### config.mk
export PLATFORM = sky130hd
export DESIGN_NAME = reg_file_bank
export DESIGN_NICKNAME = d
export VERILOG_FILES = /design/src/rtl/reg_file_bank.sv
export SDC_FILE = /design/constraint.sdc
export NUM_CORES = 1
export LEC_CHECK = 0
export CORE_MARGIN = 5
export CORE_UTILIZATION = 50
export DETAILED_ROUTE_END_ITERATION = 6
export DONT_BUFFER_PORTS = 1
export PLACE_DENSITY = 0.73
export SYNTH_ARGS = -nofsm -noshare
export SYNTH_HDL_FRONTEND = slang
export SYNTH_SLANG_ARGS = --single-unit
### constraint.sdc
create_clock -name clk -period 8.75 [get_ports clk]
set_clock_uncertainty 0.2 [all_clocks]
set_input_delay 0.875 -clock clk [delete_from_list [all_inputs] [get_ports clk]]
set_output_delay 0.875 -clock clk [all_outputs]
set_load 0.02 [all_outputs]
### src/rtl/reg_file_bank.sv
// Register file written through a one-hot wordline, with two combinational read
// ports, write-to-read bypass, optional hard-wired zero register and a sticky multi-hot flag.
module reg_file_bank #(
  parameter int DATA_W   = 16,
  parameter int NUM_REGS = 16,
  parameter int ZERO_REG = 1
) (
  input  logic                        clk,
  input  logic                        rst,
  input  logic [NUM_REGS-1:0]         wordline,
  input  logic [DATA_W-1:0]           write_data,
  input  logic [$clog2(NUM_REGS)-1:0] src_reg1,
  input  logic [$clog2(NUM_REGS)-1:0] src_reg2,
  output logic [DATA_W-1:0]           src_data1,
  output logic [DATA_W-1:0]           src_data2,
  output logic                        wl_error
);

  localparam int ID_W = $clog2(NUM_REGS);

  logic [DATA_W-1:0]   regs_q [NUM_REGS];
  logic [DATA_W-1:0]   regs_d [NUM_REGS];
  logic [NUM_REGS-1:0] we;
  logic                wl_any;
  logic                wl_multi;
  logic                wl_onehot;
  logic                err_q;
  logic                err_d;

  // Popcount classification: wl_multi rises on the second set bit seen.
  always_comb begin
    wl_any   = 1'b0;
    wl_multi = 1'b0;
    for (int i = 0; i < NUM_REGS; i++) begin
      if (wordline[i]) begin
        if (wl_any) wl_multi = 1'b1;
        wl_any = 1'b1;
      end
    end
  end

  assign wl_onehot = wl_any & ~wl_multi;

  genvar gi;
  generate
    for (gi = 0; gi < NUM_REGS; gi++) begin : g_we
      assign we[gi] = wl_onehot & wordline[gi] & ((ZERO_REG == 0) || (gi != 0));
    end
  endgenerate

  always_comb begin
    regs_d = regs_q;
    for (int i = 0; i < NUM_REGS; i++) begin
      if (we[i]) regs_d[i] = write_data;
    end
  end

  always_ff @(posedge clk or posedge rst) begin
    if (rst) begin
      for (int i = 0; i < NUM_REGS; i++) regs_q[i] <= '0;
    end else begin
      regs_q <= regs_d;
    end
  end

  assign err_d = err_q | wl_multi;

  always_ff @(posedge clk or posedge rst) begin
    if (rst) err_q <= 1'b0;
    else     err_q <= err_d;
  end

  assign wl_error = err_q;

  // Bypass is masked while rst is high so reads show 0 for the whole reset.
  generate
    for (gi = 0; gi < 2; gi++) begin : g_rd
      logic [ID_W-1:0]   id;
      logic              byp;
      logic [DATA_W-1:0] data;

      assign id  = (gi == 0) ? src_reg1 : src_reg2;
      assign byp = wl_onehot & wordline[id] & ~rst;

      always_comb begin
        data = regs_q[id];
        if (byp) data = write_data;
        if ((ZERO_REG != 0) && (id == '0)) data = '0;
      end
    end
  endgenerate

  assign src_data1 = g_rd[0].data;
  assign src_data2 = g_rd[1].data;

endmodule
Yosys cells after proc, flatten, opt, wreduce, memory -nomap -nowiden
Index checks and enable logic that the tools add are counted.
- output and inout bits: 33
- ROM bits: 0
- flip-flop bits (word level): 241
- memories: 0
- input bits: 42
- word-level logic and storage cells: 107
- memory bits (writable): 0
- latch bits: 0
- bitwise operators: 25
- multipliers: 0
- muxes and demuxes: 60
- div/mod/pow operators: 0
- reductions and logical operators: 2
- equal/unequal tests: 0
- add/subtract/negate cells: 0
- shifts and indexed selects: 0
- order comparisons: 4
- operators by type and width (cell ; count):
    16-bit binary-select mux with 4-bit select ; 2
    16-bit two-way mux ; 8
    1-bit two-way mux ; 48
    1-bit bitwise AND ; 20
    5-bit >= comparator, second input constant ; 2
    4-bit by 5-bit < comparator with 1-bit output, second input constant ; 2
    4-bit NOT with 5-bit output ; 2
    1-bit binary-select mux with 4-bit select ; 2
    4-bit zero test ; 2
    1-bit NOT ; 2
    1-bit bitwise OR ; 1

Longest topological paths before layout
Gate-level depths: netlist of run 1.
- depth in word-level cells: 37
- depth in mapped cells: 9
- gate-level depth less buffers: 6

Least setup slack after synthesis of run 1
Ideal clock, no wire load.
- kind: input to output
- from: input rst
- to: output src_data2[10]
- path buffers: 2
- slack: -0.162 ns
- arrival: 7.837 ns
- stages on the path: 6
- required time: 7.675 ns
- cells stage by stage: inv_1 -> nand2_1 -> or3_1 -> buf_2 -> buf_6 -> o21ai_0
- word-level cells in the longest chain between the ends: 4
- ends and longest elaborated chain (what ; line ; text):
    start: declaration ; 9 ; input logic rst,
    1-bit NOT ; 83 ; assign byp = wl_onehot & wordline[id] & ~rst;
    1-bit bitwise AND ; 83 ;
    16-bit two-way mux ; 87 ; if (byp) data = write_data;
    16-bit two-way mux ; 88 ; if ((ZERO_REG != 0) && (id == '0)) data = '0;
    end: declaration ; 15 ; output logic [DATA_W-1:0] src_data2,
No other way between the ends.

Final worst setup path of run 1
- from: input wordline[2]
- to: output src_data1[8]
- word-level cells in the longest chain between the ends: 33
- elaborated cells on any way between the ends: 49
- those cells by class: mux (45); bitwise (4)
- ends and longest elaborated chain (what ; line ; text):
    start: declaration ; 10 ; input logic [NUM_REGS-1:0] wordline,
    1-bit two-way mux ; 35 ; if (wordline[i]) begin
    1-bit two-way mux ; 36 ; if (wl_any) wl_multi = 1'b1;
    1-bit two-way mux ; 35 ;
    1-bit two-way mux ; 36 ;
    1-bit two-way mux ; 35 ;
    1-bit two-way mux ; 36 ;
    1-bit two-way mux ; 35 ;
    1-bit two-way mux ; 36 ;
    [... 16 more ...] ; n/a ;
    1-bit two-way mux ; 35 ;
    1-bit two-way mux ; 36 ;
    1-bit two-way mux ; 35 ;
    1-bit NOT ; 42 ; assign wl_onehot = wl_any & ~wl_multi;
    1-bit bitwise AND ; 42 ;
    1-bit bitwise AND (*) (2 in series) ; 83 ;
    16-bit two-way mux (*) ; 87 ;
    16-bit two-way mux (*) ; 88 ;
    end: declaration ; 14 ; output logic [DATA_W-1:0] src_data1,
Mark *: on every way between the ends. The rest lies on a longest branch, timed or not. The select of a mux whose other input is x is not followed.

==> results of run 1 <==
==> power groups by stage <==
stage	clock network [mW]	logic, mW	registers (mW)
finish	1.20	0.0997	1.12
global placement	0	0.101	1.14
detailed placement	0	0.101	1.14
global route	1.26	0.108	1.12
CTS	1.22	0.102	1.12
floorplan	0	0.118	1.14
==> cells in the mapped netlist (2+ instances only) <==
master      n  area share
nand2_1    21      0.0055
mux2i_1    19       0.013
or4_1       4      0.0021
buf_6      10      0.0078
buf_4       3      0.0016
mux2_2    204        0.16
buf_1      16      0.0042
dfrtp_1   241        0.42
o21ai_0     8      0.0028
a22o_1     24       0.015
nand3_4     9       0.011
inv_1       2     0.00052
xnor2_1     2      0.0012
a22oi_1     6      0.0031
nand3_1     6      0.0021
mux4_2    124        0.19
a21oi_1     8      0.0028
nand3_2     5      0.0035
a211o_1     4      0.0024
a221oi_1    3      0.0018
clkbuf_1   49       0.013
o211ai_1    3      0.0016
buf_2       5      0.0017
or3_1       3      0.0013
and2_1     24       0.010
nor2_1      5      0.0013
a221o_1     3      0.0021
mux2_4     92       0.096
nor3_1      2     0.00070
o31ai_1     5      0.0026
nor2b_1     4      0.0017
==> through the flow <==
stage	util	total power, mW
after floorplan	-	1.26
after global placement	0.508	1.24
after detailed placement	0.508	1.24
after CTS	0.542	2.44
after global routing	0.542	2.49
final	0.542	2.42
==> cell type report <==
type                    instances  area (sq um)
fillers                      2325         13100
multi-input cells             601          7900
flip-flops and latches        241          6030
clock buffers                  43           836
well taps                     384           480
clock inverters                 7           114
repair buffers                 11          82.6
inverters                       3          15.0
diodes                          1          2.50
==> per-layer routing <==
metal  global-route usage  share of wire
met1                0.317           0.42
met5                    0              0
met4               0.0512          0.021
met2                0.379           0.50
met3               0.0376          0.057
==> critical path, stage by stage <==
cell      delay, ps
or3_1           470
or4_1           540
a211o_1         360
a211oi_4        240
buf_4           380
nand4_4         510
mux2_2          530
==> cell families (layout without fill, tap and decap cells) <==
kind of cell | Yosys count | after routing | synth area share
flip-flops | 241 | 241 | 0.420
multiplexers | 440 | 440 | 0.466
AO/OA/AOI/OAI | 71 | 71 | 0.0392
XOR/XNOR | 2 | 2 | 0.00122
adder cells (fa/ha/maj) | 1 | 1 | 0.000697
other | 0 | 1 | 0
AND/OR/NAND/NOR | 87 | 87 | 0.0428
buffers and inverters | 87 | 64 | 0.0303
==> worst min path at each step <==
| stage | startpoint | end | slack (ps) | cells past startpoint |
|---|---|---|---|---|
| final | write_data[6] | regs_q[102] | 290 | 1 |
| after global routing | write_data[2] | regs_q[34] | 270 | 1 |
| after CTS | write_data[6] | regs_q[54] | 270 | 1 |
| after detailed placement | regs_q[31] | regs_q[31] | 310 | 1 |
| after global placement | regs_q[31] | regs_q[31] | 300 | 1 |
| after floorplan | regs_q[202] | regs_q[202] | 290 | 1 |
==> flip-flops by register name, indices dropped and copies added (netlist names) <==
signal,count
regs_q,240
wl_error,1
==> results.md, run 1 <==
* Status: completed
* Yosys cell types at 46
* RR Endpoint: wl_error
* RSZ-0062 raised after global routing: no
* Layout Nets at 927
* Mapped Nets at 971
* FF-to-FF Start: wl_error
* Placed insts at 1240
* Max_slew headroom at 0.302
* Mapped Cells at 929
* Largest net degree at the start of global routing at 77
* Yosys warning total at 0
* Max-cap violations at 0
* TritonCTS clock tree: yes
* Die extent in y at 179 um
* Vias in the first global route at 8973
* Most frequent cells in the layout: dfrtp_1 (241), mux2_2 (204), mux4_2 (124)
* Hold_buf cts at 0
* Fin crit share at 0.571
* PortBufs at 0
* Register share of total power at 0.462
* Initial DRC Count at 692
* Die X at 179 um
* Rows at 62
* Total grt overflow at 0
* Core footprint at 0.0285 sq mm
* Crit end category: output pin
* Min Tclk post-route at 5000 ps
* CP Launch Type: input port
* Max Root-Sink Buffers at 3
* CP Data Arrival Time at 3920 ps
* H-tree Lvls at 1
* Synth Area per Inst at 15.5 sq um
* Worst Slack Setup Final at 3750 ps
* Setup CP Type: input port to output pin
* Via-to-Cell Ratio at 6.52
* Dpl ws at 3710 ps
* Seq/Total Area, Yosys at 0.420
* Count of final setup violators at 0
* Final WL at 37.0 mm
* Critical path capture point: src_data1[8]
* Clock share of power at 0.496
* Number of flops mapped to enable cells by yosys at 0
* Worst-Margin Slew at 1050 ps
* P_int at 1.90 mW
* Ports at 75
* Primary FF master, synth: dfrtp_1
* Final hold slack at 288 ps
* FF-to-FF path depth at 2
* Final hold vios at 0
* CTS root buffer: clkbuf_16
* Initial Utilization at 0.503
* Max Fclk at 200 MHz
* Critical Path Start: wordline[2]
* DRT antenna net count at 0
* Design area at 0.0155 sq mm
* Initial antenna violation count at 0
* Via count at 8420
* Worst vdd ir at 124 uV
* Max FO, Critical Path at 16
* Critical path required time at 7680 ps
* CTS Buf Count at 27
* Drt wl/cell at 28.7 um
* Worst-path clk slew at 60 ps
* Share of layout cells above drive strength 1 at 0.549
* Num Clock Sinks at 241
* Ys async rst share at 1.00
* Setup tns final at 0 ps
* Post-cts resize count at 0
* First-pass DRT Iterations at 5
* GRT Overall Usage at 0.227
* Reg2reg setup slack at 7740 ps
* Worst-skew pair later-pin latency at 530 ps
* Sw Pwr at 512 uW
* Net Sw Frac at 0.212
* Max-slew violations at 0
* Post-DP HPWL at 20.8 mm
* GPL Wtd Cong at 0.822
* Comb pwr share at 0.041
* First-pass GRT wire length at 57.4 mm
* Cell Area, Synth at 0.0144 sq mm
* Postcts setup bufs at 0
* Synth-to-Final Area Change at 7.69%
* Pwr Density at 156 mW/mm^2
* Leak at 7.25 nW
* Worst hold path type: input port to flip-flop
* Most common cell after layout, fill and taps aside: dfrtp_1
* Non-Filler Instances at 1291
* Drc violations at 0
* Total Die Area at 0.0322 sq mm
* Register bit count reported by yosys at 241
* Placement Cell Area at 0.0145 sq mm
Note: power is estimated with default switching activity, not from simulation.
==> run 2, diff against run 1 <==
- PLACE_DENSITY: 0.73 -> 0.7
- clock period: 8.75 -> 4.6 ns (I/O delays scaled with it)
==> results.md, run 2 (same netlist as run 1, synthesis figures left out) <==
* CP Launch Type: input port (unchanged)
* Total Die Area at 0.0322 sq mm (unchanged)
* FF-to-FF path depth at 2 (unchanged)
* Critical Path Start: wordline[1] (was wordline[2])
* DRT antenna net count at 0 (unchanged)
* Max Root-Sink Buffers at 3 (unchanged)
* RSZ-0062 raised after global routing: no (unchanged)
* Max_slew headroom at 0.313 (was 0.302)
* Max FFs per register at 240 (unchanged)
* Max Fclk at 249 MHz
* Layout filler cell count at 2328 (was 2325)
* Setup CP Type: input port to output pin (unchanged)
* Count of final setup violators at 0 (unchanged)
* Worst vdd ir at 241 uV (was 124 uV)
* Final WL at 37.5 mm (was 37.0 mm)
* H-tree Lvls at 1 (unchanged)
* Most frequent cells in the layout: dfrtp_1 (241), mux2_2 (189), mux4_2 (124) (was dfrtp_1 (241), mux2_2 (204), mux4_2 (124))
* Fin crit share at 0.874
* Die extent in y at 179 um (unchanged)
* PortBufs at 0 (unchanged)
* Rows at 62 (unchanged)
* Slowest cell on the critical path: nand4_4 (was or4_1)
* Critical Path, Cell by Cell: or4_4 -> or4_1 -> a211o_1 -> a211oi_4 -> nand4_4 -> mux2_2 (was or3_1 -> or4_1 -> a211o_1 -> a211oi_4 -> buf_4 -> nand4_4 -> mux2_2)
* Largest net degree at the start of global routing at 131 (was 77)
* CP Data Arrival Time at 3360 ps (was 3920 ps)
* Worst-Margin Slew at 1030 ps (was 1050 ps)
* Die X at 179 um (unchanged)
* Biggest register: regs_q (unchanged)
* Max-slew violations at 0 (unchanged)
* Buf/Inv on CP at 0 (was 1)
* CTS Buf Count at 27 (unchanged)
* Layout Nets at 954 (was 927)
* RR Endpoint: wl_error (unchanged)
* Setup tns final at 0 ps (unchanged)
* Vias in the first global route at 9142 (was 8973)
* Leak at 7.37 nW (was 7.25 nW)
* Final hold slack at 130 ps (was 288 ps)
* Final hold vios at 0 (unchanged)
* Min Tclk post-route at 4020 ps
* WP depth at 6 (was 7)
* Initial DRC Count at 594 (was 692)
* TritonCTS clock tree: yes (unchanged)
* Total grt overflow at 0 (unchanged)
* FF-to-FF Start: wl_error (unchanged)
* Worst-skew pair later-pin latency at 520 ps (was 530 ps)
* Postcts setup bufs at 0 (unchanged)
* Drt wl/cell at 28.6 um (was 28.7 um)
* Critical path required time at 3940 ps (was 7680 ps)
* Post-cts resize count at 0 (unchanged)
* GPL Wtd Cong at 0.786 (was 0.822)
* Initial Utilization at 0.503 (unchanged)
* Pwr Density at 285 mW/mm^2 (was 156 mW/mm^2)
* Core footprint at 0.0285 sq mm (unchanged)
* Most common cell after layout, fill and taps aside: dfrtp_1 (unchanged)
* Max FO, Critical Path at 16 (unchanged)
* Via count at 8578 (was 8420)
* Initial antenna violation count at 0 (unchanged)
* First-pass DRT Iterations at 5 (unchanged)
* Worst path max stage delay at 610 ps (was 540 ps)
* CTS root buffer: clkbuf_16 (unchanged)
* Max-cap violations at 0 (unchanged)
* Reg2reg setup slack at 3600 ps (was 7740 ps)
* Num Clock Sinks at 241 (unchanged)
* Worst hold path type: input port to flip-flop (unchanged)
* Via-to-Cell Ratio at 6.53 (was 6.52)
* Share of layout cells above drive strength 1 at 0.551 (was 0.549)
* Drc violations at 0 (unchanged)
* Worst-path clk slew at 60 ps (about the same)
* First-pass GRT wire length at 58.7 mm (was 57.4 mm)
* Synth-to-Final Area Change at 9.79% (was 7.69%)
* Crit end category: output pin (unchanged)
* Ports at 75 (unchanged)
* GRT Overall Usage at 0.232 (was 0.227)
* Cell family with most CP delay: simple AND/OR/NAND/NOR gates (unchanged)
* Status: completed (unchanged)
* Final Util at 0.552 (was 0.542)
* Post-DP HPWL at 21.0 mm (was 20.8 mm)
* Hold_buf cts at 18 (was 0)
* Critical path capture point: src_data1[10] (was src_data1[8])
## run 2: cell count changes in the layout (fill, tap and decap cells not counted), moves of 2 or more
cell | before | now
mux2i_1 | 19 | 14
mux2i_4 | 0 | 5
mux2_4 | 92 | 107
clkbuf_1 | 6 | 1
mux2_2 | 204 | 189
clkbuf_8 | 10 | 5
clkinvlp_4 | 1 | 3
clkinv_2 | 3 | 8
dlygate4sd3_1 | 0 | 18
buf_4 | 11 | 19
## run 2: layer usage
layer / routed length, um / vias up / track usage / share of wire
met5: 0 / - / 0 / 0
met4: 1140 / 0 / 0.0689 / 0.030
met3: 1960 / 68 / 0.0323 / 0.052
met2: 18500 / 281 / 0.384 / 0.49
met1: 15900 / 4621 / 0.324 / 0.42
li1: - / 3608 / - / -
## run 2: layout make-up
| cell class | instances | area (sq um) | area share |
|---|---|---|---|
| antenna | 1 | 2.50 | 0.000159 |
| clock buffer | 33 | 748 | 0.0475 |
| clock inverter | 13 | 124 | 0.00786 |
| inverter | 3 | 15.0 | 0.000952 |
| multi-input combinational | 601 | 8020 | 0.509 |
| sequential | 241 | 6030 | 0.383 |
| tap | 384 | 480 | 0.0305 |
| timing repair buffer | 38 | 343 | 0.0217 |
## run 2: how the worst min path moves through the flow
stage | depth (start not counted) | from | endpoint
finish | 4 | wordline[14] | wl_error
global route | 4 | wordline[14] | wl_error
CTS | 4 | wordline[14] | wl_error
detailed placement | 1 | regs_q[142] | regs_q[142]
global placement | 1 | regs_q[203] | regs_q[203]
floorplan | 1 | regs_q[202] | regs_q[202]
## run 2: stage by stage
stage	power [mW]	cells	area, sq um	worst slack [ps]
after detailed placement	2.36	1249	14700	577
after CTS	4.54	1313	15800	563
after global placement	2.36	1249	14700	639
final	4.50	1314	15800	580
after global routing	4.64	1313	15800	434
after floorplan	2.39	929	14500	-1340
## run 2: tightest hold or removal path: stages
cell and delay [ps]:
nor3_1 30, nand2_1 160, a21oi_1 90, nand2_1 70
## run 2: report_power, final
part	internal [mW]	switching, mW
Combinational	0.107	0.131
Sequential	2.12	0.00219
Clock	1.26	0.875
Total	3.49	1.01
